[config.mk]
export PLATFORM = sky130hd
export DESIGN_NAME = mix_columns_seq
export DESIGN_NICKNAME = d
export VERILOG_FILES = /design/src/rtl/aes_pkg.sv /design/src/rtl/gf_mul2.sv /design/src/rtl/mix_column.sv /design/src/rtl/mix_columns_seq.sv
export SDC_FILE = /design/constraint.sdc
export NUM_CORES = 1
export LEC_CHECK = 0
export BUFFER_PORTS_ARGS = -buffer_cell sky130_fd_sc_hd__buf_2
export CAP_MARGIN = 20
export CELL_PAD_IN_SITES_DETAIL_PLACEMENT = 0
export CELL_PAD_IN_SITES_GLOBAL_PLACEMENT = 1
export CORE_MARGIN = 1.5
export CORE_UTILIZATION = 44
export DETAILED_ROUTE_END_ITERATION = 6
export PLACE_DENSITY = 0.86
export SYNTH_ARGS = -nofsm -noshare
export SYNTH_HDL_FRONTEND = slang
export SYNTH_HIERARCHICAL = 1
export SYNTH_SLANG_ARGS = --single-unit
export TNS_END_PERCENT = 1
[constraint.sdc]
create_clock -name clk -period 4.4 [get_ports clk]
set_clock_uncertainty 0.15 [all_clocks]
set_input_delay 0.22 -clock clk [delete_from_list [all_inputs] [get_ports clk]]
set_output_delay 0.22 -clock clk [all_outputs]
set_load 0.01 [all_outputs]
[src/rtl/aes_pkg.sv]
// Shared AES definitions for the MixColumns sequencer: FSM states,
// column counter width, field polynomial and state slice helpers.
package aes_pkg;

    typedef enum logic [1:0] {
        IDLE = 2'd0,
        RUN  = 2'd1,
        DONE = 2'd2
    } mc_state_e;

    localparam int COL_CNT_W = 2;
    localparam logic [8:0] AES_POLY = 9'h11B;

    // MSB of column c inside the 128-bit state (column 0 = [127:96])
    function automatic int unsigned col_hi(input logic [COL_CNT_W-1:0] c);
        return 127 - 32 * int'(c);
    endfunction

    // MSB of byte b inside the 128-bit state (byte 0 = [127:120])
    function automatic int unsigned byte_hi(input logic [3:0] b);
        return 127 - 8 * int'(b);
    endfunction

endpackage

[src/rtl/gf_mul2.sv]
// Multiply-by-2 (xtime) in GF(2^8) reduced by the AES polynomial.
module gf_mul2
    import aes_pkg::*;
(
    input  logic [7:0] a,
    output logic [7:0] y
);

    logic [7:0] red;

    assign red = AES_POLY[7:0];
    assign y   = {a[6:0], 1'b0} ^ (a[7] ? red : 8'h00);

endmodule

[src/rtl/mix_column.sv]
// Combinational 32-bit MixColumns column transform; the inverse matrix
// is built only when INV_MIX_COLUMNS_EN is defined.
module mix_column (
    input  logic [31:0] col,
`ifdef INV_MIX_COLUMNS_EN
    input  logic        inv,
`endif
    output logic [31:0] res
);

    logic [7:0] a   [4];
    logic [7:0] x2  [4];
    logic [31:0] fwd;

    for (genvar i = 0; i < 4; i++) begin : g_fwd
        assign a[i] = col[31-8*i -: 8];

        gf_mul2 u_m2 (.a(a[i]), .y(x2[i]));

        assign fwd[31-8*i -: 8] = x2[i] ^ x2[(i+1)%4] ^ a[(i+1)%4]
                                ^ a[(i+2)%4] ^ a[(i+3)%4];
    end

`ifdef INV_MIX_COLUMNS_EN
    logic [7:0] x4  [4];
    logic [7:0] x8  [4];
    logic [7:0] m9  [4];
    logic [7:0] mb  [4];
    logic [7:0] md  [4];
    logic [7:0] me  [4];
    logic [31:0] bwd;

    // 9/B/D/E multiples composed from the doubling chain
    for (genvar i = 0; i < 4; i++) begin : g_inv
        gf_mul2 u_m4 (.a(x2[i]), .y(x4[i]));
        gf_mul2 u_m8 (.a(x4[i]), .y(x8[i]));

        assign m9[i] = x8[i] ^ a[i];
        assign mb[i] = x8[i] ^ x2[i] ^ a[i];
        assign md[i] = x8[i] ^ x4[i] ^ a[i];
        assign me[i] = x8[i] ^ x4[i] ^ x2[i];

        assign bwd[31-8*i -: 8] = me[i] ^ mb[(i+1)%4]
                                ^ md[(i+2)%4] ^ m9[(i+3)%4];
    end

    assign res = inv ? bwd : fwd;
`else
    assign res = fwd;
`endif

endmodule

[src/rtl/mix_columns_seq.sv]
// Column-serial AES MixColumns over a 128-bit state, one column per cycle.
// Define INV_MIX_COLUMNS_EN to add the in_inv port and InvMixColumns.
module mix_columns_seq
    import aes_pkg::*;
(
    input  logic         clk,
    input  logic         rst_n,
    input  logic         in_valid,
    output logic         in_ready,
    input  logic [127:0] in_state,
`ifdef INV_MIX_COLUMNS_EN
    input  logic         in_inv,
`endif
    output logic         out_valid,
    input  logic         out_ready,
    output logic [127:0] out_state,
    output logic         busy
);

    mc_state_e state;
    mc_state_e state_nx;

    logic [COL_CNT_W-1:0] col_cnt;
    logic [127:0]         work;
    logic [31:0]          col_in;
    logic [31:0]          col_out;

`ifdef INV_MIX_COLUMNS_EN
    logic inv_q;
`endif

    assign col_in    = work[col_hi(col_cnt) -: 32];
    assign out_state = work;

    mix_column u_mix (
        .col (col_in),
`ifdef INV_MIX_COLUMNS_EN
        .inv (inv_q),
`endif
        .res (col_out)
    );

    always_ff @(posedge clk or negedge rst_n) begin
        if (!rst_n) begin
            state <= IDLE;
        end else begin
            state <= state_nx;
        end
    end

    always_comb begin
        state_nx  = state;
        in_ready  = 1'b0;
        out_valid = 1'b0;
        busy      = 1'b1;
        unique case (state)
            IDLE: begin
                in_ready = 1'b1;
                busy     = 1'b0;
                if (in_valid) state_nx = RUN;
            end
            RUN: begin
                if (col_cnt == COL_CNT_W'(3)) state_nx = DONE;
            end
            DONE: begin
                out_valid = 1'b1;
                if (out_ready) state_nx = IDLE;
            end
            default: begin
                state_nx = IDLE;
                busy     = 1'b0;
            end
        endcase
    end

    always_ff @(posedge clk or negedge rst_n) begin
        if (!rst_n) begin
            work    <= '0;
            col_cnt <= '0;
`ifdef INV_MIX_COLUMNS_EN
            inv_q   <= 1'b0;
`endif
        end else begin
            unique case (state)
                IDLE: begin
                    if (in_valid) begin
                        work    <= in_state;
                        col_cnt <= '0;
`ifdef INV_MIX_COLUMNS_EN
                        inv_q   <= in_inv;
`endif
                    end
                end
                RUN: begin
                    work[col_hi(col_cnt) -: 32] <= col_out;
                    col_cnt <= col_cnt + 1'b1;
                end
                default: begin
                end
            endcase
        end
    end

endmodule

==> results.cfg <==
[placed_design]
dpl.hpwl_um = 21740
port_buffers = 262
gp_congestion = 0.8803

[min_path]
hold_path.class = in -> reg

[finish]
area_delta_synth_final_pct = 32.56
nets = 1220
diodes = 0
seqCellArea_sq_mm = 0.003304
nFillCells = 1655
drive_gt1_share_pct = 40.40
multi_input_area_sq_mm = 0.005054

[floorplanning]
pin_count = 263
die_h_um = 145.8
coreArea_sq_mm = 0.02010
dieArea_sq_mm = 0.02124
die-width_um = 145.8
num_rows = 52
initial_core_util_pct = 44.60

[routing]
dr_total_vias = 8300
drt_iter0_markers = 722
routed_wl_um = 32470
wl_per_cell_um = 23.81
drcViolationCount = 0
vias_per_cell = 6.085
ant_nets = 0
dr.pass1.iters = 5

[logic_synthesis]
seq_area_frac_synth_pct = 36.84
synth_nets = 909
synth_fa_ha_area_share_pct = 0.9768
synth_xor_area_share_pct = 12.45
yosysUniqueCellTypes = 33
yosys.area.top_type = dfrtp_1
synth_compound_gate_area_share_pct = 29.50
yosysWarningCount = 6
async_flop_share_pct = 100.0
synthTopCellsByArea = dfrtp_1 (37%), a2bb2oi_2 (15%), mux4_2 (8.0%)
synth-main-ff-cell = dfrtp_1
synth-simple-area-share_pct = 5.149
synth_area_sq_mm = 0.008966
avgSynthCellArea_sq_um = 11.64
ys_ff_latch = 132
synth_top_area_share_pct = 36.84
syn_inst = 770
synth_edf_count = 0
synth_mux_area_share_pct = 8.205
synth_top_family_by_area = compound AO/OA/AOI/OAI gates

[clock_network]
cts_num_sinks = 132
insertion_delay_ns = 0.43
clockBufferDepth = 2
clk_pin_slew_worst_paths_ns = 0.06
root_buffer = clkbuf_16
htreeDepth = 4
post-cts-setup-buffers = 0
cts_tree = yes
cts_made_buffers = 17

[outcome]
outcome = completed

[global_routing]
grt_pass1_vias = 8392
grtUsageMet3_pct = 6.489
use_met1_pct = 40.52
grt_max_degree = 103
grt.overflow.total = 0
grt_use_total_pct = 30.99
busiest_layer = met2
antenna_found_initial = 1
grt_use_met2_pct = 50.88
grt_pass1_wl_um = 50250

[setup_path]
criticalPathCategory = reg -> reg
crit_arrival_ns = 3.68
crit_path_top_delay_cell = dfrtp_2
crit_chain = mux4_2, xor2_1, xnor3_1, xor2_1, a22oi_1, a21oi_1
end_kind = register
cp_top_family = XOR/XNOR gates
worstPathMaxFanout = 27
crit_path_start_kind = register
crit_required_ns = 4.60
cpMostUsedCell = xor2_1
crit_buf_inv = 0
cpPeakStageDelay_ns = 1.01

[sta]
fin_setup_tns_ns = 0
period_minus_slack_ns = 3.478
slew_headroom_pct = 33.90
finalHoldViolations = 0
fin_crit_sh_pct = 79.05
worst_pin_slew_ns = 0.9914
drv_slew = 0
setup_violations = 0
clock.fmax_mhz = 287.5
grt_setup_unrepaired = no

[job]
max_cap_viol_count = 0
[path summary, 6_finish.rpt]
path / start / to / slack (ns) / cells after the start
worst max-delay path: col_cnt[0] / out_state[3] / 0.92 / 6
worst min-delay path: in_state[124] / out_state[124] / 0.008 / 3
worst max register to register: col_cnt[0] / out_state[3] / 0.92 / 6
worst min register to register: out_state[101] / out_state[101] / 0.40 / 1
max in group asynchronous: rst_n / out_state[46] / 2.68 / 3
min in group asynchronous: rst_n / out_state[98] / 0.34 / 2
[metal layers]
| metal | vias to the layer above | routed length [um] |
|---|---|---|
| li1 | 3538 | - |
| met5 | - | 13 |
| met4 | 2 | 945 |
| met2 | 509 | 15590 |
| met1 | 4172 | 12980 |
| met3 | 79 | 2944 |
[final cells by class]
type	count	area share (%)
inverters	6	0.1895
repair buffers	391	21.72
well taps	270	2.842
clock inverters	12	1.084
flip-flops and latches	132	27.80
multi-input cells	533	42.52
clock buffers	20	3.843
[worst reg2reg max path, cell delays in order, from the launching register on]
cell and delay [ns]:
dfrtp_2 1.01, mux4_2 0.76, xor2_1 0.31, xnor3_1 0.47, xor2_1 0.40, a22oi_1 0.12
a21oi_1 0.18
[placed cells by master (no fill, tap or decap), types with 2 or more instances in the layout]
master,n
clkinv_4,2
xnor2_1,21
xor3_1,3
dfrtp_1,131
dlygate4sd3_1,113
and4b_1,2
xor2_1,37
o21a_4,3
ha_1,7
mux4_2,32
buf_4,15
nand2_1,99
clkbuf_16,17
a2bb2oi_2,90
inv_1,5
bufinv_16,2
xnor3_1,21
a31oi_1,4
a2bb2oi_1,6
clkbuf_8,2
nand3_1,2
clkinv_2,4
a21oi_1,64
o22ai_1,96
a22oi_1,32
buf_2,261
clkinvlp_4,3
nand2b_1,3
o21ai_0,2
xnor3_2,2
[through the flow]
step / utilization (%) / area, sq um / hold WS, ns / setup WS (ns) / instances
global placement: 50.58 / 10170 / 0.2644 / 0.9830 / 1219
CTS: 59.12 / 11890 / 0.0006620 / 0.8793 / 1364
floorplan: - / 8966 / -0.2256 / 1.603 / 770
global route: 59.12 / 11890 / 0.009428 / 0.6819 / 1364
finish: 59.12 / 11890 / 0.008193 / 0.9218 / 1364
detailed placement: 50.58 / 10170 / 0.2660 / 0.8944 / 1219
[sequential cells by signal, indices dropped and copies added, names as in the netlist]
signal	cells
col_cnt	2
out_state	128
state	2
[cells in the mapped netlist (2+ instances only)]
library cell	instances
mux4_2	32
nand3_1	2
buf_2	40
dfrtp_1	132
o21a_4	3
clkbuf_1	24
xor2_1	37
a31oi_1	4
xnor2_1	21
a21oi_1	64
inv_1	5
nand2_1	99
a2bb2oi_1	6
buf_4	24
a2bb2oi_2	90
ha_1	7
and4b_1	2
a22oi_1	32
buf_6	11
nand2b_1	3
xnor3_2	2
o21ai_0	2
o22ai_1	96
xnor3_1	21
xor3_1	3
[repair_timing]
item,4_1_cts,5_1_grt
hold buffers,113,0
hold endpoints to repair,213,0
endpoints found under the setup margin,0,0
resized for setup,0,0
[cell families after synthesis]
kind of cell,after synthesis
AO/OA/AOI/OAI,297
flip-flops,132
AND/OR/NAND/NOR,111
buffers and inverters,105
XOR/XNOR,85
multiplexers,33
adder cells (fa/ha/maj),7
Power is not shown: default switching activity piles up to over one toggle a cycle in this logic, so the estimate is an artifact.
